--- config.mk ---
export PLATFORM = sky130hd
export DESIGN_NAME = adc_ch_averager
export DESIGN_NICKNAME = d
export VERILOG_FILES = /design/src/rtl/adc_pkg.sv /design/src/rtl/adc_ch_accum.sv /design/src/rtl/adc_ch_averager.sv
export SDC_FILE = /design/constraint.sdc
export NUM_CORES = 1
export LEC_CHECK = 0
export ABC_AREA = 1
export ABC_CLOCK_PERIOD_IN_PS = 5300
export BUFFER_PORTS_ARGS = -buffer_cell sky130_fd_sc_hd__buf_2
export CAP_MARGIN = 25
export CORE_MARGIN = 10
export CORE_UTILIZATION = 55
export DETAILED_ROUTE_END_ITERATION = 10
export GPL_TIMING_DRIVEN = 0
export PLACE_DENSITY = 0.72
export SLEW_MARGIN = 20
export SYNTH_ARGS = -nofsm -noshare
export SYNTH_HDL_FRONTEND = slang
export SYNTH_HIERARCHICAL = 1
export SYNTH_SLANG_ARGS = --single-unit
export TNS_END_PERCENT = 1
--- constraint.sdc ---
create_clock -name clock -period 5.3 [get_ports clock]
set_clock_uncertainty 0.2 [all_clocks]
set_input_delay 1.06 -clock clock [delete_from_list [all_inputs] [get_ports clock]]
set_output_delay 1.06 -clock clock [all_outputs]
set_load 0.02 [all_outputs]
--- src/rtl/adc_pkg.sv ---
// Shared defaults, record types and output-holding state encoding for the
// ADC channel averager.
package adc_pkg;

    localparam int ADC_DATA_W   = 12;
    localparam int ADC_CH_W     = 3;
    localparam int ADC_AVG_LOG2 = 4;

    typedef struct packed {
        logic [ADC_CH_W-1:0]   ch;
        logic [ADC_DATA_W-1:0] data;
    } adc_sample_t;

    typedef struct packed {
        logic [ADC_CH_W-1:0]   ch;
        logic [ADC_DATA_W-1:0] avg;
    } adc_result_t;

    typedef enum logic {
        OUT_EMPTY = 1'b0,
        OUT_FULL  = 1'b1
    } out_state_e;

endpackage

--- src/rtl/adc_ch_accum.sv ---
// Single-channel window accumulator with terminal-count detect.
// With ADC_CH_MINMAX_EN the window minimum and maximum are tracked too.
module adc_ch_accum
    import adc_pkg::*;
#(
    parameter int AVG_LOG2 = ADC_AVG_LOG2,
    parameter int DATA_W   = ADC_DATA_W
) (
    input  logic              clock,
    input  logic              reset,
    input  logic              clear_i,
    input  logic              sample_en_i,
    input  logic [DATA_W-1:0] data_i,
    output logic              done_o,
    output logic [DATA_W-1:0] avg_o
`ifdef ADC_CH_MINMAX_EN
    ,
    output logic [DATA_W-1:0] min_o,
    output logic [DATA_W-1:0] max_o
`endif
);

    localparam int ACC_W = DATA_W + AVG_LOG2;

    logic [ACC_W-1:0]    acc_q;
    logic [ACC_W-1:0]    acc_d;
    logic [AVG_LOG2-1:0] cnt_q;
    logic                terminal;

    // acc_d includes the sample being accepted, so the emitted average covers the full window
    assign acc_d    = acc_q + ACC_W'(data_i);
    assign terminal = (cnt_q == {AVG_LOG2{1'b1}});
    assign done_o   = sample_en_i && terminal;
    assign avg_o    = acc_d[ACC_W-1:AVG_LOG2];

`ifdef ADC_CH_MINMAX_EN
    logic [DATA_W-1:0] min_q;
    logic [DATA_W-1:0] max_q;

    assign min_o = (data_i < min_q) ? data_i : min_q;
    assign max_o = (data_i > max_q) ? data_i : max_q;
`endif

    always_ff @(posedge clock) begin
        if (reset || clear_i) begin
            acc_q <= '0;
            cnt_q <= '0;
`ifdef ADC_CH_MINMAX_EN
            min_q <= '1;
            max_q <= '0;
`endif
        end else if (sample_en_i) begin
            if (terminal) begin
                acc_q <= '0;
                cnt_q <= '0;
`ifdef ADC_CH_MINMAX_EN
                min_q <= '1;
                max_q <= '0;
`endif
            end else begin
                acc_q <= acc_d;
                cnt_q <= cnt_q + AVG_LOG2'(1);
`ifdef ADC_CH_MINMAX_EN
                min_q <= min_o;
                max_q <= max_o;
`endif
            end
        end
    end

endmodule

--- src/rtl/adc_ch_averager.sv ---
// Per-channel boxcar averager of 2**AVG_LOG2 samples with a one-deep result register
// and a readable result bank. Define ADC_CH_MINMAX_EN to add window min/max tracking.
//
// state     | meaning
// OUT_EMPTY | no result pending downstream
// OUT_FULL  | out_ch/out_avg hold a result until out_ready
module adc_ch_averager
    import adc_pkg::*;
#(
    parameter int AVG_LOG2 = ADC_AVG_LOG2,
    parameter int DATA_W   = ADC_DATA_W,
    parameter int CH_W     = ADC_CH_W
) (
    input  logic              clock,
    input  logic              reset,
    input  logic              in_valid,
    output logic              in_ready,
    input  logic [CH_W-1:0]   in_ch,
    input  logic [DATA_W-1:0] in_data,
    input  logic              clear,
    output logic              out_valid,
    input  logic              out_ready,
    output logic [CH_W-1:0]   out_ch,
    output logic [DATA_W-1:0] out_avg,
    input  logic [CH_W-1:0]   rd_ch,
    output logic [DATA_W-1:0] rd_avg
`ifdef ADC_CH_MINMAX_EN
    ,
    output logic [DATA_W-1:0] rd_min,
    output logic [DATA_W-1:0] rd_max
`endif
);

    localparam int N_CH = 2**CH_W;

    out_state_e        state_q;
    logic [CH_W-1:0]   out_ch_q;
    logic [DATA_W-1:0] out_avg_q;
    logic [DATA_W-1:0] bank_avg_q [N_CH];
    logic [DATA_W-1:0] avg_vec    [N_CH];
    logic [N_CH-1:0]   done_vec;
    logic              accept;
    logic              emit;

`ifdef ADC_CH_MINMAX_EN
    logic [DATA_W-1:0] bank_min_q [N_CH];
    logic [DATA_W-1:0] bank_max_q [N_CH];
    logic [DATA_W-1:0] min_vec    [N_CH];
    logic [DATA_W-1:0] max_vec    [N_CH];

    assign rd_min = bank_min_q[rd_ch];
    assign rd_max = bank_max_q[rd_ch];
`endif

    assign out_valid = (state_q == OUT_FULL);
    assign out_ch    = out_ch_q;
    assign out_avg   = out_avg_q;
    assign rd_avg    = bank_avg_q[rd_ch];
    assign in_ready  = !reset && !clear && (!out_valid || out_ready);
    assign accept    = in_valid && in_ready;
    // only the addressed channel can be enabled, so at most one done bit is set
    assign emit      = |done_vec;

    for (genvar g = 0; g < N_CH; g++) begin : g_ch
        adc_ch_accum #(
            .AVG_LOG2 (AVG_LOG2),
            .DATA_W   (DATA_W)
        ) u_accum (
            .clock       (clock),
            .reset       (reset),
            .clear_i     (clear),
            .sample_en_i (accept && (in_ch == CH_W'(g))),
            .data_i      (in_data),
            .done_o      (done_vec[g]),
            .avg_o       (avg_vec[g])
`ifdef ADC_CH_MINMAX_EN
            ,
            .min_o       (min_vec[g]),
            .max_o       (max_vec[g])
`endif
        );
    end

    always_ff @(posedge clock) begin
        if (reset || clear) begin
            state_q   <= OUT_EMPTY;
            out_ch_q  <= '0;
            out_avg_q <= '0;
            for (int i = 0; i < N_CH; i++) begin
                bank_avg_q[i] <= '0;
`ifdef ADC_CH_MINMAX_EN
                bank_min_q[i] <= '0;
                bank_max_q[i] <= '0;
`endif
            end
        end else if (emit) begin
            state_q             <= OUT_FULL;
            out_ch_q            <= in_ch;
            out_avg_q           <= avg_vec[in_ch];
            bank_avg_q[in_ch]   <= avg_vec[in_ch];
`ifdef ADC_CH_MINMAX_EN
            bank_min_q[in_ch]   <= min_vec[in_ch];
            bank_max_q[in_ch]   <= max_vec[in_ch];
`endif
        end else if (out_valid && out_ready) begin
            state_q <= OUT_EMPTY;
        end
    end

endmodule
==> flow_metrics.py <==
metrics = {
    "status": {
        "status": "finished, final reports clean",
    },
    "layout": {
        "multiInputGateArea_um2": 10860,
        "fill_cells": 3161,
        "utilization": 0.6166,
        "seqCellArea_um2": 6406,
        "area_delta_synth_final_pct": 10.48,
        "drive_gt1_frac": 0.09284,
        "nNetsFinal": 2987,
    },
    "placement": {
        "portBuffers": 48,
        "dpl.hpwl_mm": 40.99,
        "place.gp.congestion": 0.9465,
    },
    "die": {
        "die_area_um2": 41900,
        "pin_count": 52,
        "coreArea_um2": 33620,
        "initial_core_util": 0.5581,
        "dieHeight_um": 204.7,
        "die_w_um": 204.7,
        "rows": 67,
    },
    "sta": {
        "fin_crit_sh": 0.9468,
        "setup_viol_count_final": 0,
        "hold_violations": 0,
        "worst_pin_slew_ns": 0.8196,
        "rsz0062_at_grt": "no",
        "min_period_ns": 5.018,
        "max_slew_margin": 0.4494,
        "timing.final.max_slew_violations": 0,
        "whs_ns": 0.2689,
        "max_freq_mhz": 199.3,
    },
    "global_routing": {
        "first_global_vias": 16694,
        "grt.total_usage": 0.2615,
        "grt_start_max_net_pins": 17,
        "antenna_found_initial": 1,
        "grt_pass1_wl_mm": 87.18,
        "overflow": 0,
    },
    "cts": {
        "cts_hold_buf": 0,
        "cts_tree": "built",
        "path_clk_slew_ns": 0.05,
        "clock-sinks": 272,
        "clock_path_buffers": 3,
        "cts.htree.levels": 2,
        "insertion_delay_ns": 0.54,
        "cts-root-buf": "clkbuf_16",
        "numCtsBuffers": 34,
    },
    "logic_synthesis": {
        "ys_ff_latch": 272,
        "avgSynthCellArea_um2": 6.780,
        "synth_cells": 2767,
        "synth_edf_count": 96,
        "synthFlopType": "dfxtp_1",
        "synth_top_area_share": 0.1947,
        "syn_nets": 2902,
        "synth_area_um2": 18760,
        "ys_seq_area_frac": 0.3415,
        "ys_top_cells_by_area": "nand2_1 19%, dfxtp_1 19%, edfxtp_1 15%",
        "yosys_warnings": 6,
        "async_flop_share": 0,
        "synthDistinctLibCells": 41,
        "yosysTopAreaCell": "nand2_1",
    },
    "critical_path": {
        "worstPathRequired_ns": 5.27,
        "cpMaxStageDelayCell": "nor3_2",
        "critPathMaxFanout": 12,
        "critical-path-max-stage-delay_ns": 0.59,
        "worstSetupPathType": "primary input to register",
        "worstPathCellList": "buf_2, nor2_4, inv_2, a21oi_1, nand2_1, nor3_2, clkinv_1, nor2_1, nor2_1, nand2_1, nor2_1, nor2_4, nand2_1, buf_4, nand2_1",
        "crit_path_end_kind": "register",
        "cp.arrival_ns": 4.99,
        "cpMostUsedCell": "nand2_1",
        "startpoint_type": "primary input",
    },
    "pwr": {
        "vdd_drop_max_v": 0.0002361,
        "cellLeakagePower_uw": 0.009743,
        "p_per_area_nw_per_um2": 244.9,
    },
    "detailed_routing": {
        "drt-initial-drc-count": 1518,
        "routedWlPerCell_um": 16.77,
        "viasPerCell": 5.459,
        "wl_mm": 55.77,
        "vias": 18156,
        "ant_nets": 0,
        "dr.pass1.iters": 5,
        "drcViolationCount": 0,
    },
    "min_path": {
        "min_path_type": "register to register",
    },
    "job": {
        "maxCapViolations": 0,
    },
}
## synthesized netlist by cell type, drive strengths merged, types with 11 or more instances
cell / number
nand3: 192
edfxtp: 96
inv: 265
or2: 26
nand2: 1007
o21ai: 89
xor2: 48
nor3: 48
dfxtp: 176
nand4: 11
buf: 44
clkinv: 15
a21oi: 221
clkbuf: 38
and2: 67
nor2: 281
ha: 104
## layer usage
metal | track usage | up-vias | part of all wire
li1 | - | 9024 | -
met4 | 0.09627 | 0 | 0.031
met1 | 0.3469 | 8448 | 0.44
met2 | 0.4236 | 571 | 0.46
met3 | 0.03886 | 113 | 0.072
met5 | 0 | - | 0
## logic make-up (layout without fill, tap and decap cells)
group | Yosys count | after routing | share of synthesized area
compound gates | 325 | 325 | 0.09170
buf+inv | 362 | 471 | 0.08117
fa+ha+maj | 112 | 112 | 0.07790
xor+xnor | 48 | 48 | 0.03001
flops | 272 | 272 | 0.3415
other cells | 0 | 2 | 0
simple gates | 1648 | 1648 | 0.3778
## critical path: cells and delay by family
kind | cells | cell delay (ns)
buffers and inverters | 4 | 1.01
and+or+nand+nor | 10 | 2.73
AOI/OAI and AO/OA | 1 | 0.16
## cell type report
class | count | area share
Sequential cell | 272 | 0.3091
Buffer | 82 | 0.02252
Antenna cell | 2 | 0.0002415
Clock inverter | 11 | 0.007365
Timing Repair Buffer | 49 | 0.01183
Clock buffer | 49 | 0.04715
Tap cell | 448 | 0.02705
Inverter | 280 | 0.05095
Multi-Input combinational cell | 2133 | 0.5238
## placed cells by master, fill, tap and decap left out, types with 25 or more instances in the layout
master / instances
and2_1: 55
inv_1: 261
nand2_2: 25
nand3_1: 179
nor2_1: 276
edfxtp_1: 96
dfxtp_1: 176
buf_2: 62
xor2_1: 29
nand2_1: 973
o21ai_0: 80
ha_1: 104
a21oi_1: 208
clkbuf_16: 34
clkbuf_1: 46
nor3_1: 36
## stage by stage
step	power (uW)	setup TNS (ns)	instances	worst slack [ns]	instance area, um2
final	5077	0	3326	0.2818	20730
after global routing	5247	0	3325	0.02134	20720
after CTS	5095	0	3323	0.02945	20700
after detailed placement	2765	-66.80	3263	-0.6967	19560
after global placement	2756	-50.11	3263	-0.6142	19560
after floorplan	2576	0	2767	1.035	18760
## registers in the layout (all words and copies together), names as in the netlist
| register | cells |
|---|---|
| g_ch.u_accum/cnt_q | 32 |
| out_valid | 1 |
| out_avg | 12 |
| bank_avg_q | 96 |
| out_ch | 3 |
| g_ch.u_accum/acc_q | 128 |
## path summary, 6_finish.rpt
check	slack [ns]	start	cells past startpoint	to
max	0.28	clear	15	bank_avg_q[3][8]$_SDFFCE_PN0P_
min	0.27	g_ch[7].u_accum/acc_q[5]$_SDFFE_PP0P_	2	g_ch[7].u_accum/acc_q[5]$_SDFFE_PP0P_
max reg2reg	1.08	out_valid$_SDFFE_PP0P_	12	bank_avg_q[3][8]$_SDFFCE_PN0P_
min reg2reg	0.27	g_ch[7].u_accum/acc_q[5]$_SDFFE_PP0P_	2	g_ch[7].u_accum/acc_q[5]$_SDFFE_PP0P_
## where the power goes
part           leakage, uW  switching (uW)  internal (uW)
clock network     0.000555             946           1400
logic              0.00670             392            145
registers          0.00249            9.05           2190
total              0.00974            1350           3730
## repair_timing
item,in CTS,in global routing
cloned,0,0
gates resized for setup,2,3
setup buffers,0,0
endpoints found under the setup margin,96,96
Power figures use the tool's default switching activity.
